===== src/rtl/irq_source_ctrl_if.sv =====
// Word-wide register access port between the data-memory decode and the
// interrupt source controller.
interface irq_source_ctrl_if;
    logic        bus_sel;
    logic        bus_wr;
    logic [4:0]  bus_addr;
    logic [31:0] bus_wdata;
    logic [31:0] bus_rdata;
    logic        bus_rvalid;

    modport master (
        output bus_sel,
        output bus_wr,
        output bus_addr,
        output bus_wdata,
        input  bus_rdata,
        input  bus_rvalid
    );

    modport slave (
        input  bus_sel,
        input  bus_wr,
        input  bus_addr,
        input  bus_wdata,
        output bus_rdata,
        output bus_rvalid
    );
endinterface


===== src/rtl/irq_source_ctrl.sv =====
// Machine timer plus synchronized external interrupt, encoded into the 4-bit
// interrupt code sampled every cycle by the CSR block.
module irq_source_ctrl #(
    parameter int unsigned PRESCALE = 1,
    parameter bit          EXT_EDGE = 1'b1
) (
    input  logic               clk,
    input  logic               rst,
    input  logic               ext_irq,
    irq_source_ctrl_if.slave   bus,
    output logic [3:0]         interrupt
);

    localparam logic [15:0] PreMax = 16'(PRESCALE - 1);

    localparam logic [2:0] AddrMtimeLo = 3'd0;
    localparam logic [2:0] AddrMtimeHi = 3'd1;
    localparam logic [2:0] AddrCmpLo   = 3'd2;
    localparam logic [2:0] AddrCmpHi   = 3'd3;
    localparam logic [2:0] AddrStatus  = 3'd4;
    localparam logic [2:0] AddrCtrl    = 3'd5;

    logic [15:0] cnt_q, cnt_d;
    logic [63:0] mtime_q, mtime_d;
    logic [63:0] cmp_q, cmp_d;
    logic [31:0] shadow_q, shadow_d;
    logic [2:0]  ctrl_q, ctrl_d;
    logic        pend_q, pend_d;
    logic        tp_q;
    logic        sync1_q, sync2_q, sync3_q;
    logic [31:0] rdata_q, rdata_d;
    logic        rvalid_q;
    logic [3:0]  irq_q, irq_d;

    logic        wr_en, rd_en, ext_pend, unused_addr;
    logic [2:0]  word;

    assign wr_en       = bus.bus_sel & bus.bus_wr;
    assign rd_en       = bus.bus_sel & ~bus.bus_wr;
    assign word        = bus.bus_addr[4:2];
    assign unused_addr = ^bus.bus_addr[1:0];

    // Level mode bypasses the pending latch so latency stays at the two sync flops.
    assign ext_pend = EXT_EDGE ? pend_q : sync2_q;

    always_comb begin
        cnt_d    = cnt_q;
        mtime_d  = mtime_q;
        cmp_d    = cmp_q;
        ctrl_d   = ctrl_q;
        shadow_d = shadow_q;
        pend_d   = pend_q;
        rdata_d  = rdata_q;

        if (ctrl_q[0]) begin
            if (cnt_q == PreMax) begin
                cnt_d   = '0;
                mtime_d = mtime_q + 64'd1;
            end else begin
                cnt_d = cnt_q + 16'd1;
            end
        end

        // Writes override the increment; the untouched half keeps its old value.
        if (wr_en) begin
            case (word)
                AddrMtimeLo: begin
                    mtime_d = {mtime_q[63:32], bus.bus_wdata};
                    cnt_d   = '0;
                end
                AddrMtimeHi: begin
                    mtime_d = {bus.bus_wdata, mtime_q[31:0]};
                    cnt_d   = '0;
                end
                AddrCmpLo:  cmp_d  = {cmp_q[63:32], bus.bus_wdata};
                AddrCmpHi:  cmp_d  = {bus.bus_wdata, cmp_q[31:0]};
                AddrStatus: if (bus.bus_wdata[0]) pend_d = 1'b0;
                AddrCtrl:   ctrl_d = bus.bus_wdata[2:0];
                default: ;
            endcase
        end

        if (EXT_EDGE && sync2_q && !sync3_q) begin
            pend_d = 1'b1;
        end
        if (!EXT_EDGE) begin
            pend_d = 1'b0;
        end

        if (rd_en) begin
            case (word)
                AddrMtimeLo: begin
                    rdata_d  = mtime_q[31:0];
                    shadow_d = mtime_q[63:32];
                end
                AddrMtimeHi: rdata_d = shadow_q;
                AddrCmpLo:   rdata_d = cmp_q[31:0];
                AddrCmpHi:   rdata_d = cmp_q[63:32];
                AddrStatus:  rdata_d = {31'd0, ext_pend};
                AddrCtrl:    rdata_d = {29'd0, ctrl_q};
                default:     rdata_d = '0;
            endcase
        end
    end

    always_comb begin
        irq_d = 4'd0;
        if (ext_pend && ctrl_q[2]) begin
            irq_d = 4'd2;
        end else if (tp_q && ctrl_q[1]) begin
            irq_d = 4'd1;
        end
    end

    always_ff @(posedge clk or negedge rst) begin
        if (!rst) begin
            cnt_q    <= '0;
            mtime_q  <= '0;
            cmp_q    <= '1;
            shadow_q <= '0;
            ctrl_q   <= 3'b111;
            pend_q   <= 1'b0;
            tp_q     <= 1'b0;
            sync1_q  <= 1'b0;
            sync2_q  <= 1'b0;
            sync3_q  <= 1'b0;
            rdata_q  <= '0;
            rvalid_q <= 1'b0;
            irq_q    <= '0;
        end else begin
            cnt_q    <= cnt_d;
            mtime_q  <= mtime_d;
            cmp_q    <= cmp_d;
            shadow_q <= shadow_d;
            ctrl_q   <= ctrl_d;
            pend_q   <= pend_d;
            tp_q     <= (mtime_q >= cmp_q);
            sync1_q  <= ext_irq;
            sync2_q  <= sync1_q;
            sync3_q  <= sync2_q;
            rdata_q  <= rdata_d;
            rvalid_q <= rd_en;
            irq_q    <= irq_d;
        end
    end

    assign bus.bus_rdata  = rdata_q;
    assign bus.bus_rvalid = rvalid_q;
    assign interrupt      = irq_q;

endmodule


===== src/flat_wrapper.sv =====
// flat-port wrapper written by rule: the top's interface ports become plain ports
module irq_source_ctrl_flat 
#(
    parameter int unsigned PRESCALE = 1,
    parameter bit          EXT_EDGE = 1'b1
)
  (clk, rst, ext_irq, interrupt, bus_bus_sel, bus_bus_wr, bus_bus_addr, bus_bus_wdata, bus_bus_rdata, bus_bus_rvalid);
  irq_source_ctrl_if bus_i ();
  input  logic clk;
  input  logic rst;
  input  logic ext_irq;
  output logic [3:0] interrupt;
  input wire logic [$bits(bus_i.bus_sel)-1:0] bus_bus_sel;
  input wire logic [$bits(bus_i.bus_wr)-1:0] bus_bus_wr;
  input wire logic [$bits(bus_i.bus_addr)-1:0] bus_bus_addr;
  input wire logic [$bits(bus_i.bus_wdata)-1:0] bus_bus_wdata;
  output wire logic [$bits(bus_i.bus_rdata)-1:0] bus_bus_rdata;
  output wire logic [$bits(bus_i.bus_rvalid)-1:0] bus_bus_rvalid;
  assign bus_i.bus_sel = bus_bus_sel;
  assign bus_i.bus_wr = bus_bus_wr;
  assign bus_i.bus_addr = bus_bus_addr;
  assign bus_i.bus_wdata = bus_bus_wdata;
  assign bus_bus_rdata = bus_i.bus_rdata;
  assign bus_bus_rvalid = bus_i.bus_rvalid;
  irq_source_ctrl #(.PRESCALE(PRESCALE), .EXT_EDGE(EXT_EDGE)) u_core (.clk(clk), .rst(rst), .ext_irq(ext_irq), .bus(bus_i), .interrupt(interrupt));
endmodule

===== config.mk =====
export PLATFORM = sky130hd
export DESIGN_NAME = irq_source_ctrl_flat
export DESIGN_NICKNAME = d
export VERILOG_FILES = /design/src/rtl/irq_source_ctrl_if.sv /design/src/rtl/irq_source_ctrl.sv /design/src/flat_wrapper.sv
export SDC_FILE = /design/constraint.sdc
export NUM_CORES = 1
export LEC_CHECK = 0
export ABC_AREA = 1
export CAP_MARGIN = 20
export CORE_UTILIZATION = 40
export CTS_CLUSTER_DIAMETER = 200
export CTS_CLUSTER_SIZE = 28
export DETAILED_ROUTE_END_ITERATION = 6
export PLACE_DENSITY = 0.54
export SKIP_LAST_GASP = 1
export SLEW_MARGIN = 20
export SYNTH_ARGS = -nofsm -noshare
export SYNTH_HDL_FRONTEND = slang
export SYNTH_SLANG_ARGS = --single-unit

===== constraint.sdc =====
create_clock -name clk -period 5 [get_ports clk]
set_clock_uncertainty 0.2 [all_clocks]
set_input_delay 1.25 -clock clk [delete_from_list [all_inputs] [get_ports clk]]
set_output_delay 1.25 -clock clk [all_outputs]
set_load 0.01 [all_outputs]

==> results of run 1 <==
==> sequential cells by signal, indices dropped and copies added, names as in the netlist <==
register,count
u_core.shadow_q,32
u_core.bus.bus_rvalid,1
u_core.mtime_q,64
u_core.cnt_q,16
u_core.sync1_q,1
u_core.cmp_q,64
u_core.ext_pend,1
u_core.ctrl_q,3
u_core.sync2_q,1
u_core.tp_q,1
u_core.interrupt,2
u_core.sync3_q,1
u_core.bus.bus_rdata,32
==> how the worst min path moves through the flow <==
stage                     end  slack (ns)
4_1_cts        u_core.sync2_q        0.17
5_1_grt        u_core.sync2_q        0.18
2_1_floorplan  u_core.sync2_q        0.13
3_3_place_gp   u_core.sync2_q        0.14
3_5_place_dp   u_core.sync2_q        0.14
6_report       u_core.sync2_q        0.17
==> routing by layer <==
layer	track usage [%]	up-vias	wire, um	part of all wire (%)
met5	0	-	9	0.017
met4	7.44	2	1340	2.6
met3	6.13	79	3880	7.4
met2	45.7	449	22900	44
met1	42.8	6359	24400	46
li1	-	6257	-	-
==> power by group through the flow <==
stage | registers (uW) | clock network (uW) | logic (uW)
floorplan | 2570 | 0 | 1220
global placement | 2690 | 0 | 1820
detailed placement | 2700 | 0 | 1850
CTS | 2670 | 1070 | 1860
global route | 2730 | 1120 | 2120
finish | 2670 | 1040 | 1870
==> layout by cell type, fill, tap and decap left out, drive strengths merged, types with 2 or more instances in the layout <==
master	count
dfrtp	152
xor2	17
nand2	525
o2111ai	10
o32ai	2
conb	2
a21o	2
nor3	34
buf	31
ha	67
o21bai	5
nand3b	4
a211oi	4
dfstp	67
nor3b	2
a31oi	14
inv	219
o21ai	154
clkdlybuf4s50	73
o211ai	15
nor2	176
a22oi	5
clkbuf	16
o22ai	21
nor4	5
a221oi	3
a21oi	65
nand4	36
or2	6
a32oi	5
nand3	178
==> kinds of logic (layout without fill, tap and decap cells) <==
group	after synthesis	after routing	share of synthesized area, %
other	1	2	0.0270
AOI/OAI and AO/OA	308	308	12.7
muxes	1	1	0.0811
xor gates and xnor gates	18	18	1.14
and+or+nand+nor	966	966	31.7
DFF	219	219	40.1
buffers and inverters	292	341	8.32
adders and majority gates	67	67	6.04
==> through the flow <==
stage / total power [uW] / hold WS [ns] / area [um^2] / std cells / worst slack [ns]
after floorplan: 3790 / 0.131 / 13900 / 1873 / 2.41
after global placement: 4510 / 0.139 / 15200 / 2353 / 1.02
after detailed placement: 4550 / 0.137 / 15200 / 2353 / 0.981
after CTS: 5600 / 0.174 / 15500 / 2370 / 1.51
after global routing: 5970 / 0.183 / 15500 / 2370 / 1.26
final: 5580 / 0.169 / 15500 / 2370 / 1.42
==> final cells by class <==
cell class / count / area share (%)
clock inverter: 1 / 0.0486
sequential: 219 / 36.0
multi-input combinational: 1362 / 46.6
tap: 448 / 3.63
inverter: 220 / 5.35
clock buffer: 16 / 1.90
timing repair buffer: 104 / 6.52
==> metrics.md, run 1 <==
| Metric | Value |
|---|---|
| # fillers | `3485` |
| CP arrival | `3.80 ns` |
| Clk slew on worst S/H paths | `0.12 ns` |
| Gr usage total | `29.8%` |
| Via Count | `13146` |
| Syn-to-layout area delta | `11.3%` |
| Grt total ovfl | `0` |
| Routed WL per cell | `22.1 um` |
| Die Wd | `188 um` |
| R2R cell count | `8` |
| Seq pwr share | `47.9%` |
| Crit path to | `u_core.mtime_q[22]` |
| Critical path endpoint category | `register` |
| Clock power frac | `18.6%` |
| Post-synth top flop | `dfrtp_1` |
| Count leader, synth | `nand2_1` |
| Area leader, netlist | `dfrtp_1` |
| Slew Limit Fails | `0` |
| Min-delay src | `u_core.sync1_q` |
| CP startpoint | `bus_bus_addr[3]` |
| Setup crit start kind | `input pin` |
| FF+latch count, synth | `219` |
| Max-slew headroom | `33.9%` |
| Setup-failing EPs final | `0` |
| PwrDens | `361 nW/um^2` |
| Critical path buffer and inverter count | `2` |
| Worst-path cell chain | `clkdlybuf4s50_1 -> nor2_2 -> nand2_4 -> nor2_4 -> nor2_4 -> inv_2 -> a21oi_1 -> o21ai_1 -> a21oi_1` |
| Actual slew at the worst max-slew pin | `0.991 ns` |
| Tmin final | `3.58 ns` |
| Maximum clock frequency | `279 MHz` |
| RePlAce Congestion | `0.973` |
| Worst vdd ir | `0.242 mV` |
| Multi-input gate area | `7200 um^2` |
| Async set-reset flop share out of synthesis | `100%` |
| CTS tree | `built` |
| Initial core utilization | `41.0%` |
| Drt pass-1 iters | `5` |
| Levels on crit path | `9` |
| Register area | `5560 um^2` |
| Critical Path RT | `5.22 ns` |
| Syn avg cell area | `7.42 um^2` |
| FP Rows | `67` |
| First-pass GRT wire length | `79.1 mm` |
| CTS resizes | `0` |
| TritonCTS Buffers | `11` |
| Clock Tree Root | `clkbuf_16` |
| Kind of cell adding the most delay to the critical path | `buffers and inverters` |
| Syn Inst Count | `1872` |
| Postcts setup bufs | `0` |
| MaxCap Viol Count | `0` |
| Worst Hold Class | `register to register` |
| Post-synth EDFFs | `0` |
| Post-route ant nets | `0` |
| Combinational power share | `33.5%` |
| Die Ht | `188 um` |
| Routed wire length | `52.5 mm` |
| Setup repair after global routing missed its margin | `no` |
| Core Util, Final | `45.6%` |
| Clock buffer depth | `3` |
| Synthesis Warnings | `0` |
| CP peak stage delay | `0.62 ns` |
| Via density per instance | `5.55` |
| Worst hold path depth | `0` |
| Hold buffers post-CTS | `0` |
| Layout cells sized above 1 | `11.0%` |
| Num ports | `79` |
| Internal power | `3340 uW` |
| Syn Std Cell Area | `13900 um^2` |
| Reg-to-reg endpoint | `u_core.tp_q` |
| Clock sinks | `219` |
| I/O Buffers | `74` |
| Top-area cell type share of the netlist area | `27.4%` |
| FF-to-FF setup slack | `2.11 ns` |
| Hold Violations, Final | `0` |
| Drt drc | `0` |
| Status | `finished clean` |
| Largest net degree at the start of global routing | `92` |
| Antenna Cells | `0` |
| H-tree level count | `1` |
| Synth area leaders | `dfrtp_1 (27%), nand2_1 (14%), dfstp_2 (13%), nand3_1 (6.2%), ha_1 (6.0%)` |
| Sw Pwr | `2250 uW` |
| Total Nets Final | `2027` |
| CORE AREA | `33900 um^2` |
| CP max FO | `19` |
| Die footprint | `35500 um^2` |
| Switching power share of the total | `40.3%` |
| Final HPWL DP | `38.9 mm` |
| Clk_lat worst skew | `0.50 ns` |
| Setup_tns | `0 ns` |
| CP max-delay cell | `clkdlybuf4s50_1` |
| Leakage power | `0.00694 uW` |
| Sequential share of the synthesized area | `40.1%` |
| Setup CP Type | `input pin to register` |
| Antenna violations before repair | `1` |
| Number of global-route vias before repair | `12540` |
| Netlist cell types | `55` |
| Worst reg2reg path startpoint | `u_core.cmp_q[47]` |
| Post-synth top cells | `nand2_1 (510), inv_1 (193), nand3_1 (172)` |
| Drt initial violations | `1130` |
| Tcrit/Tclk final | `71.7%` |
(Power assumes the default switching activity.)
==> run 2: changes to the inputs <==
- clock period: 5 -> 3.65 ns (I/O delays scaled with it)
==> metrics.md, run 2 (synthesized netlist as in run 1, its figures left out) <==
| Metric | Value |
|---|---|
| Status | `finished clean (unchanged)` |
| Total power | `7690 uW (was 5580 uW)` |
| Final std cells w/o fill | `2385 (was 2370)` |
| Placed cells | `2368 (was 2353)` |
| Actual slew at the worst max-slew pin | `0.848 ns (was 0.991 ns)` |
| Worst hold slack | `0.124 ns (was 0.169 ns)` |
| Num ports | `79 (unchanged)` |
| Via Count | `13175 (was 13146)` |
| Number of global-route vias before repair | `12606 (was 12540)` |
| Routed WL per cell | `21.9 um (was 22.1 um)` |
| CTS tree | `built (unchanged)` |
| Top Registers | `u_core.cmp_q (64), u_core.mtime_q (64) (unchanged)` |
| Kind of cell adding the most delay to the critical path | `buffers and inverters (unchanged)` |
| RePlAce Congestion | `1.03 (was 0.973)` |
| Setup crit start kind | `input pin (unchanged)` |
| H-tree level count | `1 (unchanged)` |
| Multi-input gate area | `7200 um^2 (unchanged)` |
| Die Ht | `188 um (unchanged)` |
| Setup repair after global routing missed its margin | `no (unchanged)` |
| Setup-failing EPs final | `0 (unchanged)` |
| Clk slew on worst S/H paths | `0.12 ns (about the same)` |
| Drt pass-1 iters | `6 (was 5)` |
| Setup CP Type | `input pin to register (unchanged)` |
| Die footprint | `35500 um^2 (unchanged)` |
| I/O Buffers | `74 (unchanged)` |
| Leakage power | `0.00702 uW (was 0.00694 uW)` |
| Clk_lat worst skew | `0.51 ns (was 0.50 ns)` |
| Critical path endpoint category | `register (unchanged)` |
| Slew Limit Fails | `0 (unchanged)` |
| Reg-to-reg endpoint | `u_core.mtime_q[40] (was u_core.tp_q)` |
| CP peak stage delay | `0.54 ns (was 0.62 ns)` |
| Levels on crit path | `9 (unchanged)` |
| Setup_tns | `0 ns (unchanged)` |
| CP max FO | `9 (was 19)` |
| Core Util, Final | `46.1% (was 45.6%)` |
| Maximum clock frequency | `351 MHz` |
| CORE AREA | `33900 um^2 (unchanged)` |
| Register area | `5560 um^2 (unchanged)` |
| Initial core utilization | `41.0% (unchanged)` |
| Grt total ovfl | `0 (unchanged)` |
| Hold Violations, Final | `0 (unchanged)` |
| Total Nets Final | `2042 (was 2027)` |
| MaxCap Viol Count | `0 (unchanged)` |
| Hold buffers post-CTS | `0 (unchanged)` |
| R2R cell count | `11 (was 8)` |
| CP max-delay cell | `clkdlybuf4s50_1 (unchanged)` |
| Most common cell after layout, fill and taps aside | `nand2_1 (unchanged)` |
| CP arrival | `3.08 ns (was 3.80 ns)` |
| Die Wd | `188 um (unchanged)` |
| Tmin final | `2.85 ns` |
| Clock sinks | `219 (unchanged)` |
| PwrDens | `493 nW/um^2 (was 361 nW/um^2)` |
| Largest net degree at the start of global routing | `65 (was 92)` |
| Final HPWL DP | `40.0 mm (was 38.9 mm)` |
| Antenna Cells | `0 (unchanged)` |
| # fillers | `3515 (was 3485)` |
| Clock Tree Root | `clkbuf_16 (unchanged)` |
| Worst-path cell chain | `clkdlybuf4s50_1 -> inv_2 -> nand2_1 -> nor2_1 -> inv_2 -> buf_4 -> o21ai_0 -> o21ai_0 -> nand2_1 (was clkdlybuf4s50_1 -> nor2_2 -> nand2_4 -> nor2_4 -> nor2_4 -> inv_2 -> a21oi_1 -> o21ai_1 -> a21oi_1)` |
| Gr usage total | `29.6% (was 29.8%)` |
| Postcts setup bufs | `0 (unchanged)` |
| Via density per instance | `5.52 (was 5.55)` |
| TritonCTS Buffers | `11 (unchanged)` |
| Most frequent cells in the layout | `nand2_1 (509), inv_1 (193), nand3_1 (172) (unchanged)` |
| FP Rows | `67 (unchanged)` |
| Critical path buffer and inverter count | `4 (was 2)` |
| Drt initial violations | `1180 (was 1130)` |
| Syn-to-layout area delta | `12.4% (was 11.3%)` |
| Antenna violations before repair | `0 (was 1)` |
| Post-route ant nets | `0 (unchanged)` |
| Tcrit/Tclk final | `78.1%` |
| Max-slew headroom | `43.0% (was 33.9%)` |
| Drt drc | `0 (unchanged)` |
| FF-to-FF setup slack | `0.94 ns (was 2.11 ns)` |
| Routed wire length | `52.3 mm (was 52.5 mm)` |
| Worst vdd ir | `0.307 mV (was 0.242 mV)` |
| Clock buffer depth | `3 (unchanged)` |
| CTS resizes | `0 (unchanged)` |
| Worst Hold Class | `input pin to asynchronous set/reset pin (was register to register)` |
| Layout cells sized above 1 | `11.7% (was 11.0%)` |
| Critical Path RT | `3.88 ns (was 5.22 ns)` |
| First-pass GRT wire length | `79.2 mm (was 79.1 mm)` |
| Worst reg2reg path startpoint | `u_core.cnt_q[0] (was u_core.cmp_q[47])` |
## run 2: worst max path at each step
stage / slack (ns) / startpoint / end
3_5_place_dp: 0.38 / bus_bus_addr[4] / u_core.bus.bus_rdata[17]
4_1_cts: 0.89 / bus_bus_addr[4] / u_core.bus.bus_rdata[17]
5_1_grt: 0.72 / bus_bus_addr[4] / u_core.bus.bus_rdata[12]
2_1_floorplan: 1.39 / bus_bus_addr[2] / u_core.mtime_q[0]
6_report: 0.80 / bus_bus_addr[4] / u_core.bus.bus_rdata[31]
3_3_place_gp: 0.39 / bus_bus_addr[4] / u_core.bus.bus_rdata[17]
## run 2: worst reg2reg max path: cells and delay by family (launching register included)
family        cells  cell delay, ns
fa+ha+maj         1            0.19
buf+inv           1            0.08
flops             1            0.46
simple gates      9            1.70
## run 2: cell type report
| class | instances | share of cell area, % |
|---|---|---|
| Inverter | 220 | 5.30 |
| Sequential cell | 219 | 35.6 |
| Timing Repair Buffer | 119 | 7.42 |
| Clock buffer | 16 | 1.88 |
| Tap cell | 448 | 3.59 |
| Clock inverter | 1 | 0.0481 |
| Multi-Input combinational cell | 1362 | 46.1 |
## run 2: report_power, final
group / internal (uW) / leakage (uW) / switching [uW]
combinational: 942 / 0.00422 / 1630
clock: 575 / 0.000142 / 864
sequential: 3070 / 0.00266 / 609
## run 2: metrics by stage
step           cell area [um^2]  setup slack (ns)
2_1_floorplan             13900              1.39
3_3_place_gp              15300             0.392
3_5_place_dp              15300             0.379
4_1_cts                   15600             0.885
5_1_grt                   15600             0.718
6_report                  15600             0.800
## run 2: routing by layer
| layer | vias up | share of wire (%) | GRT usage, % |
|---|---|---|---|
| met4 | 0 | 2.2 | 6.48 |
| met1 | 6354 | 47 | 44.4 |
| met5 | - | 0 | 0 |
| li1 | 6295 | - | - |
| met2 | 465 | 43 | 45.4 |
| met3 | 61 | 7.3 | 3.50 |
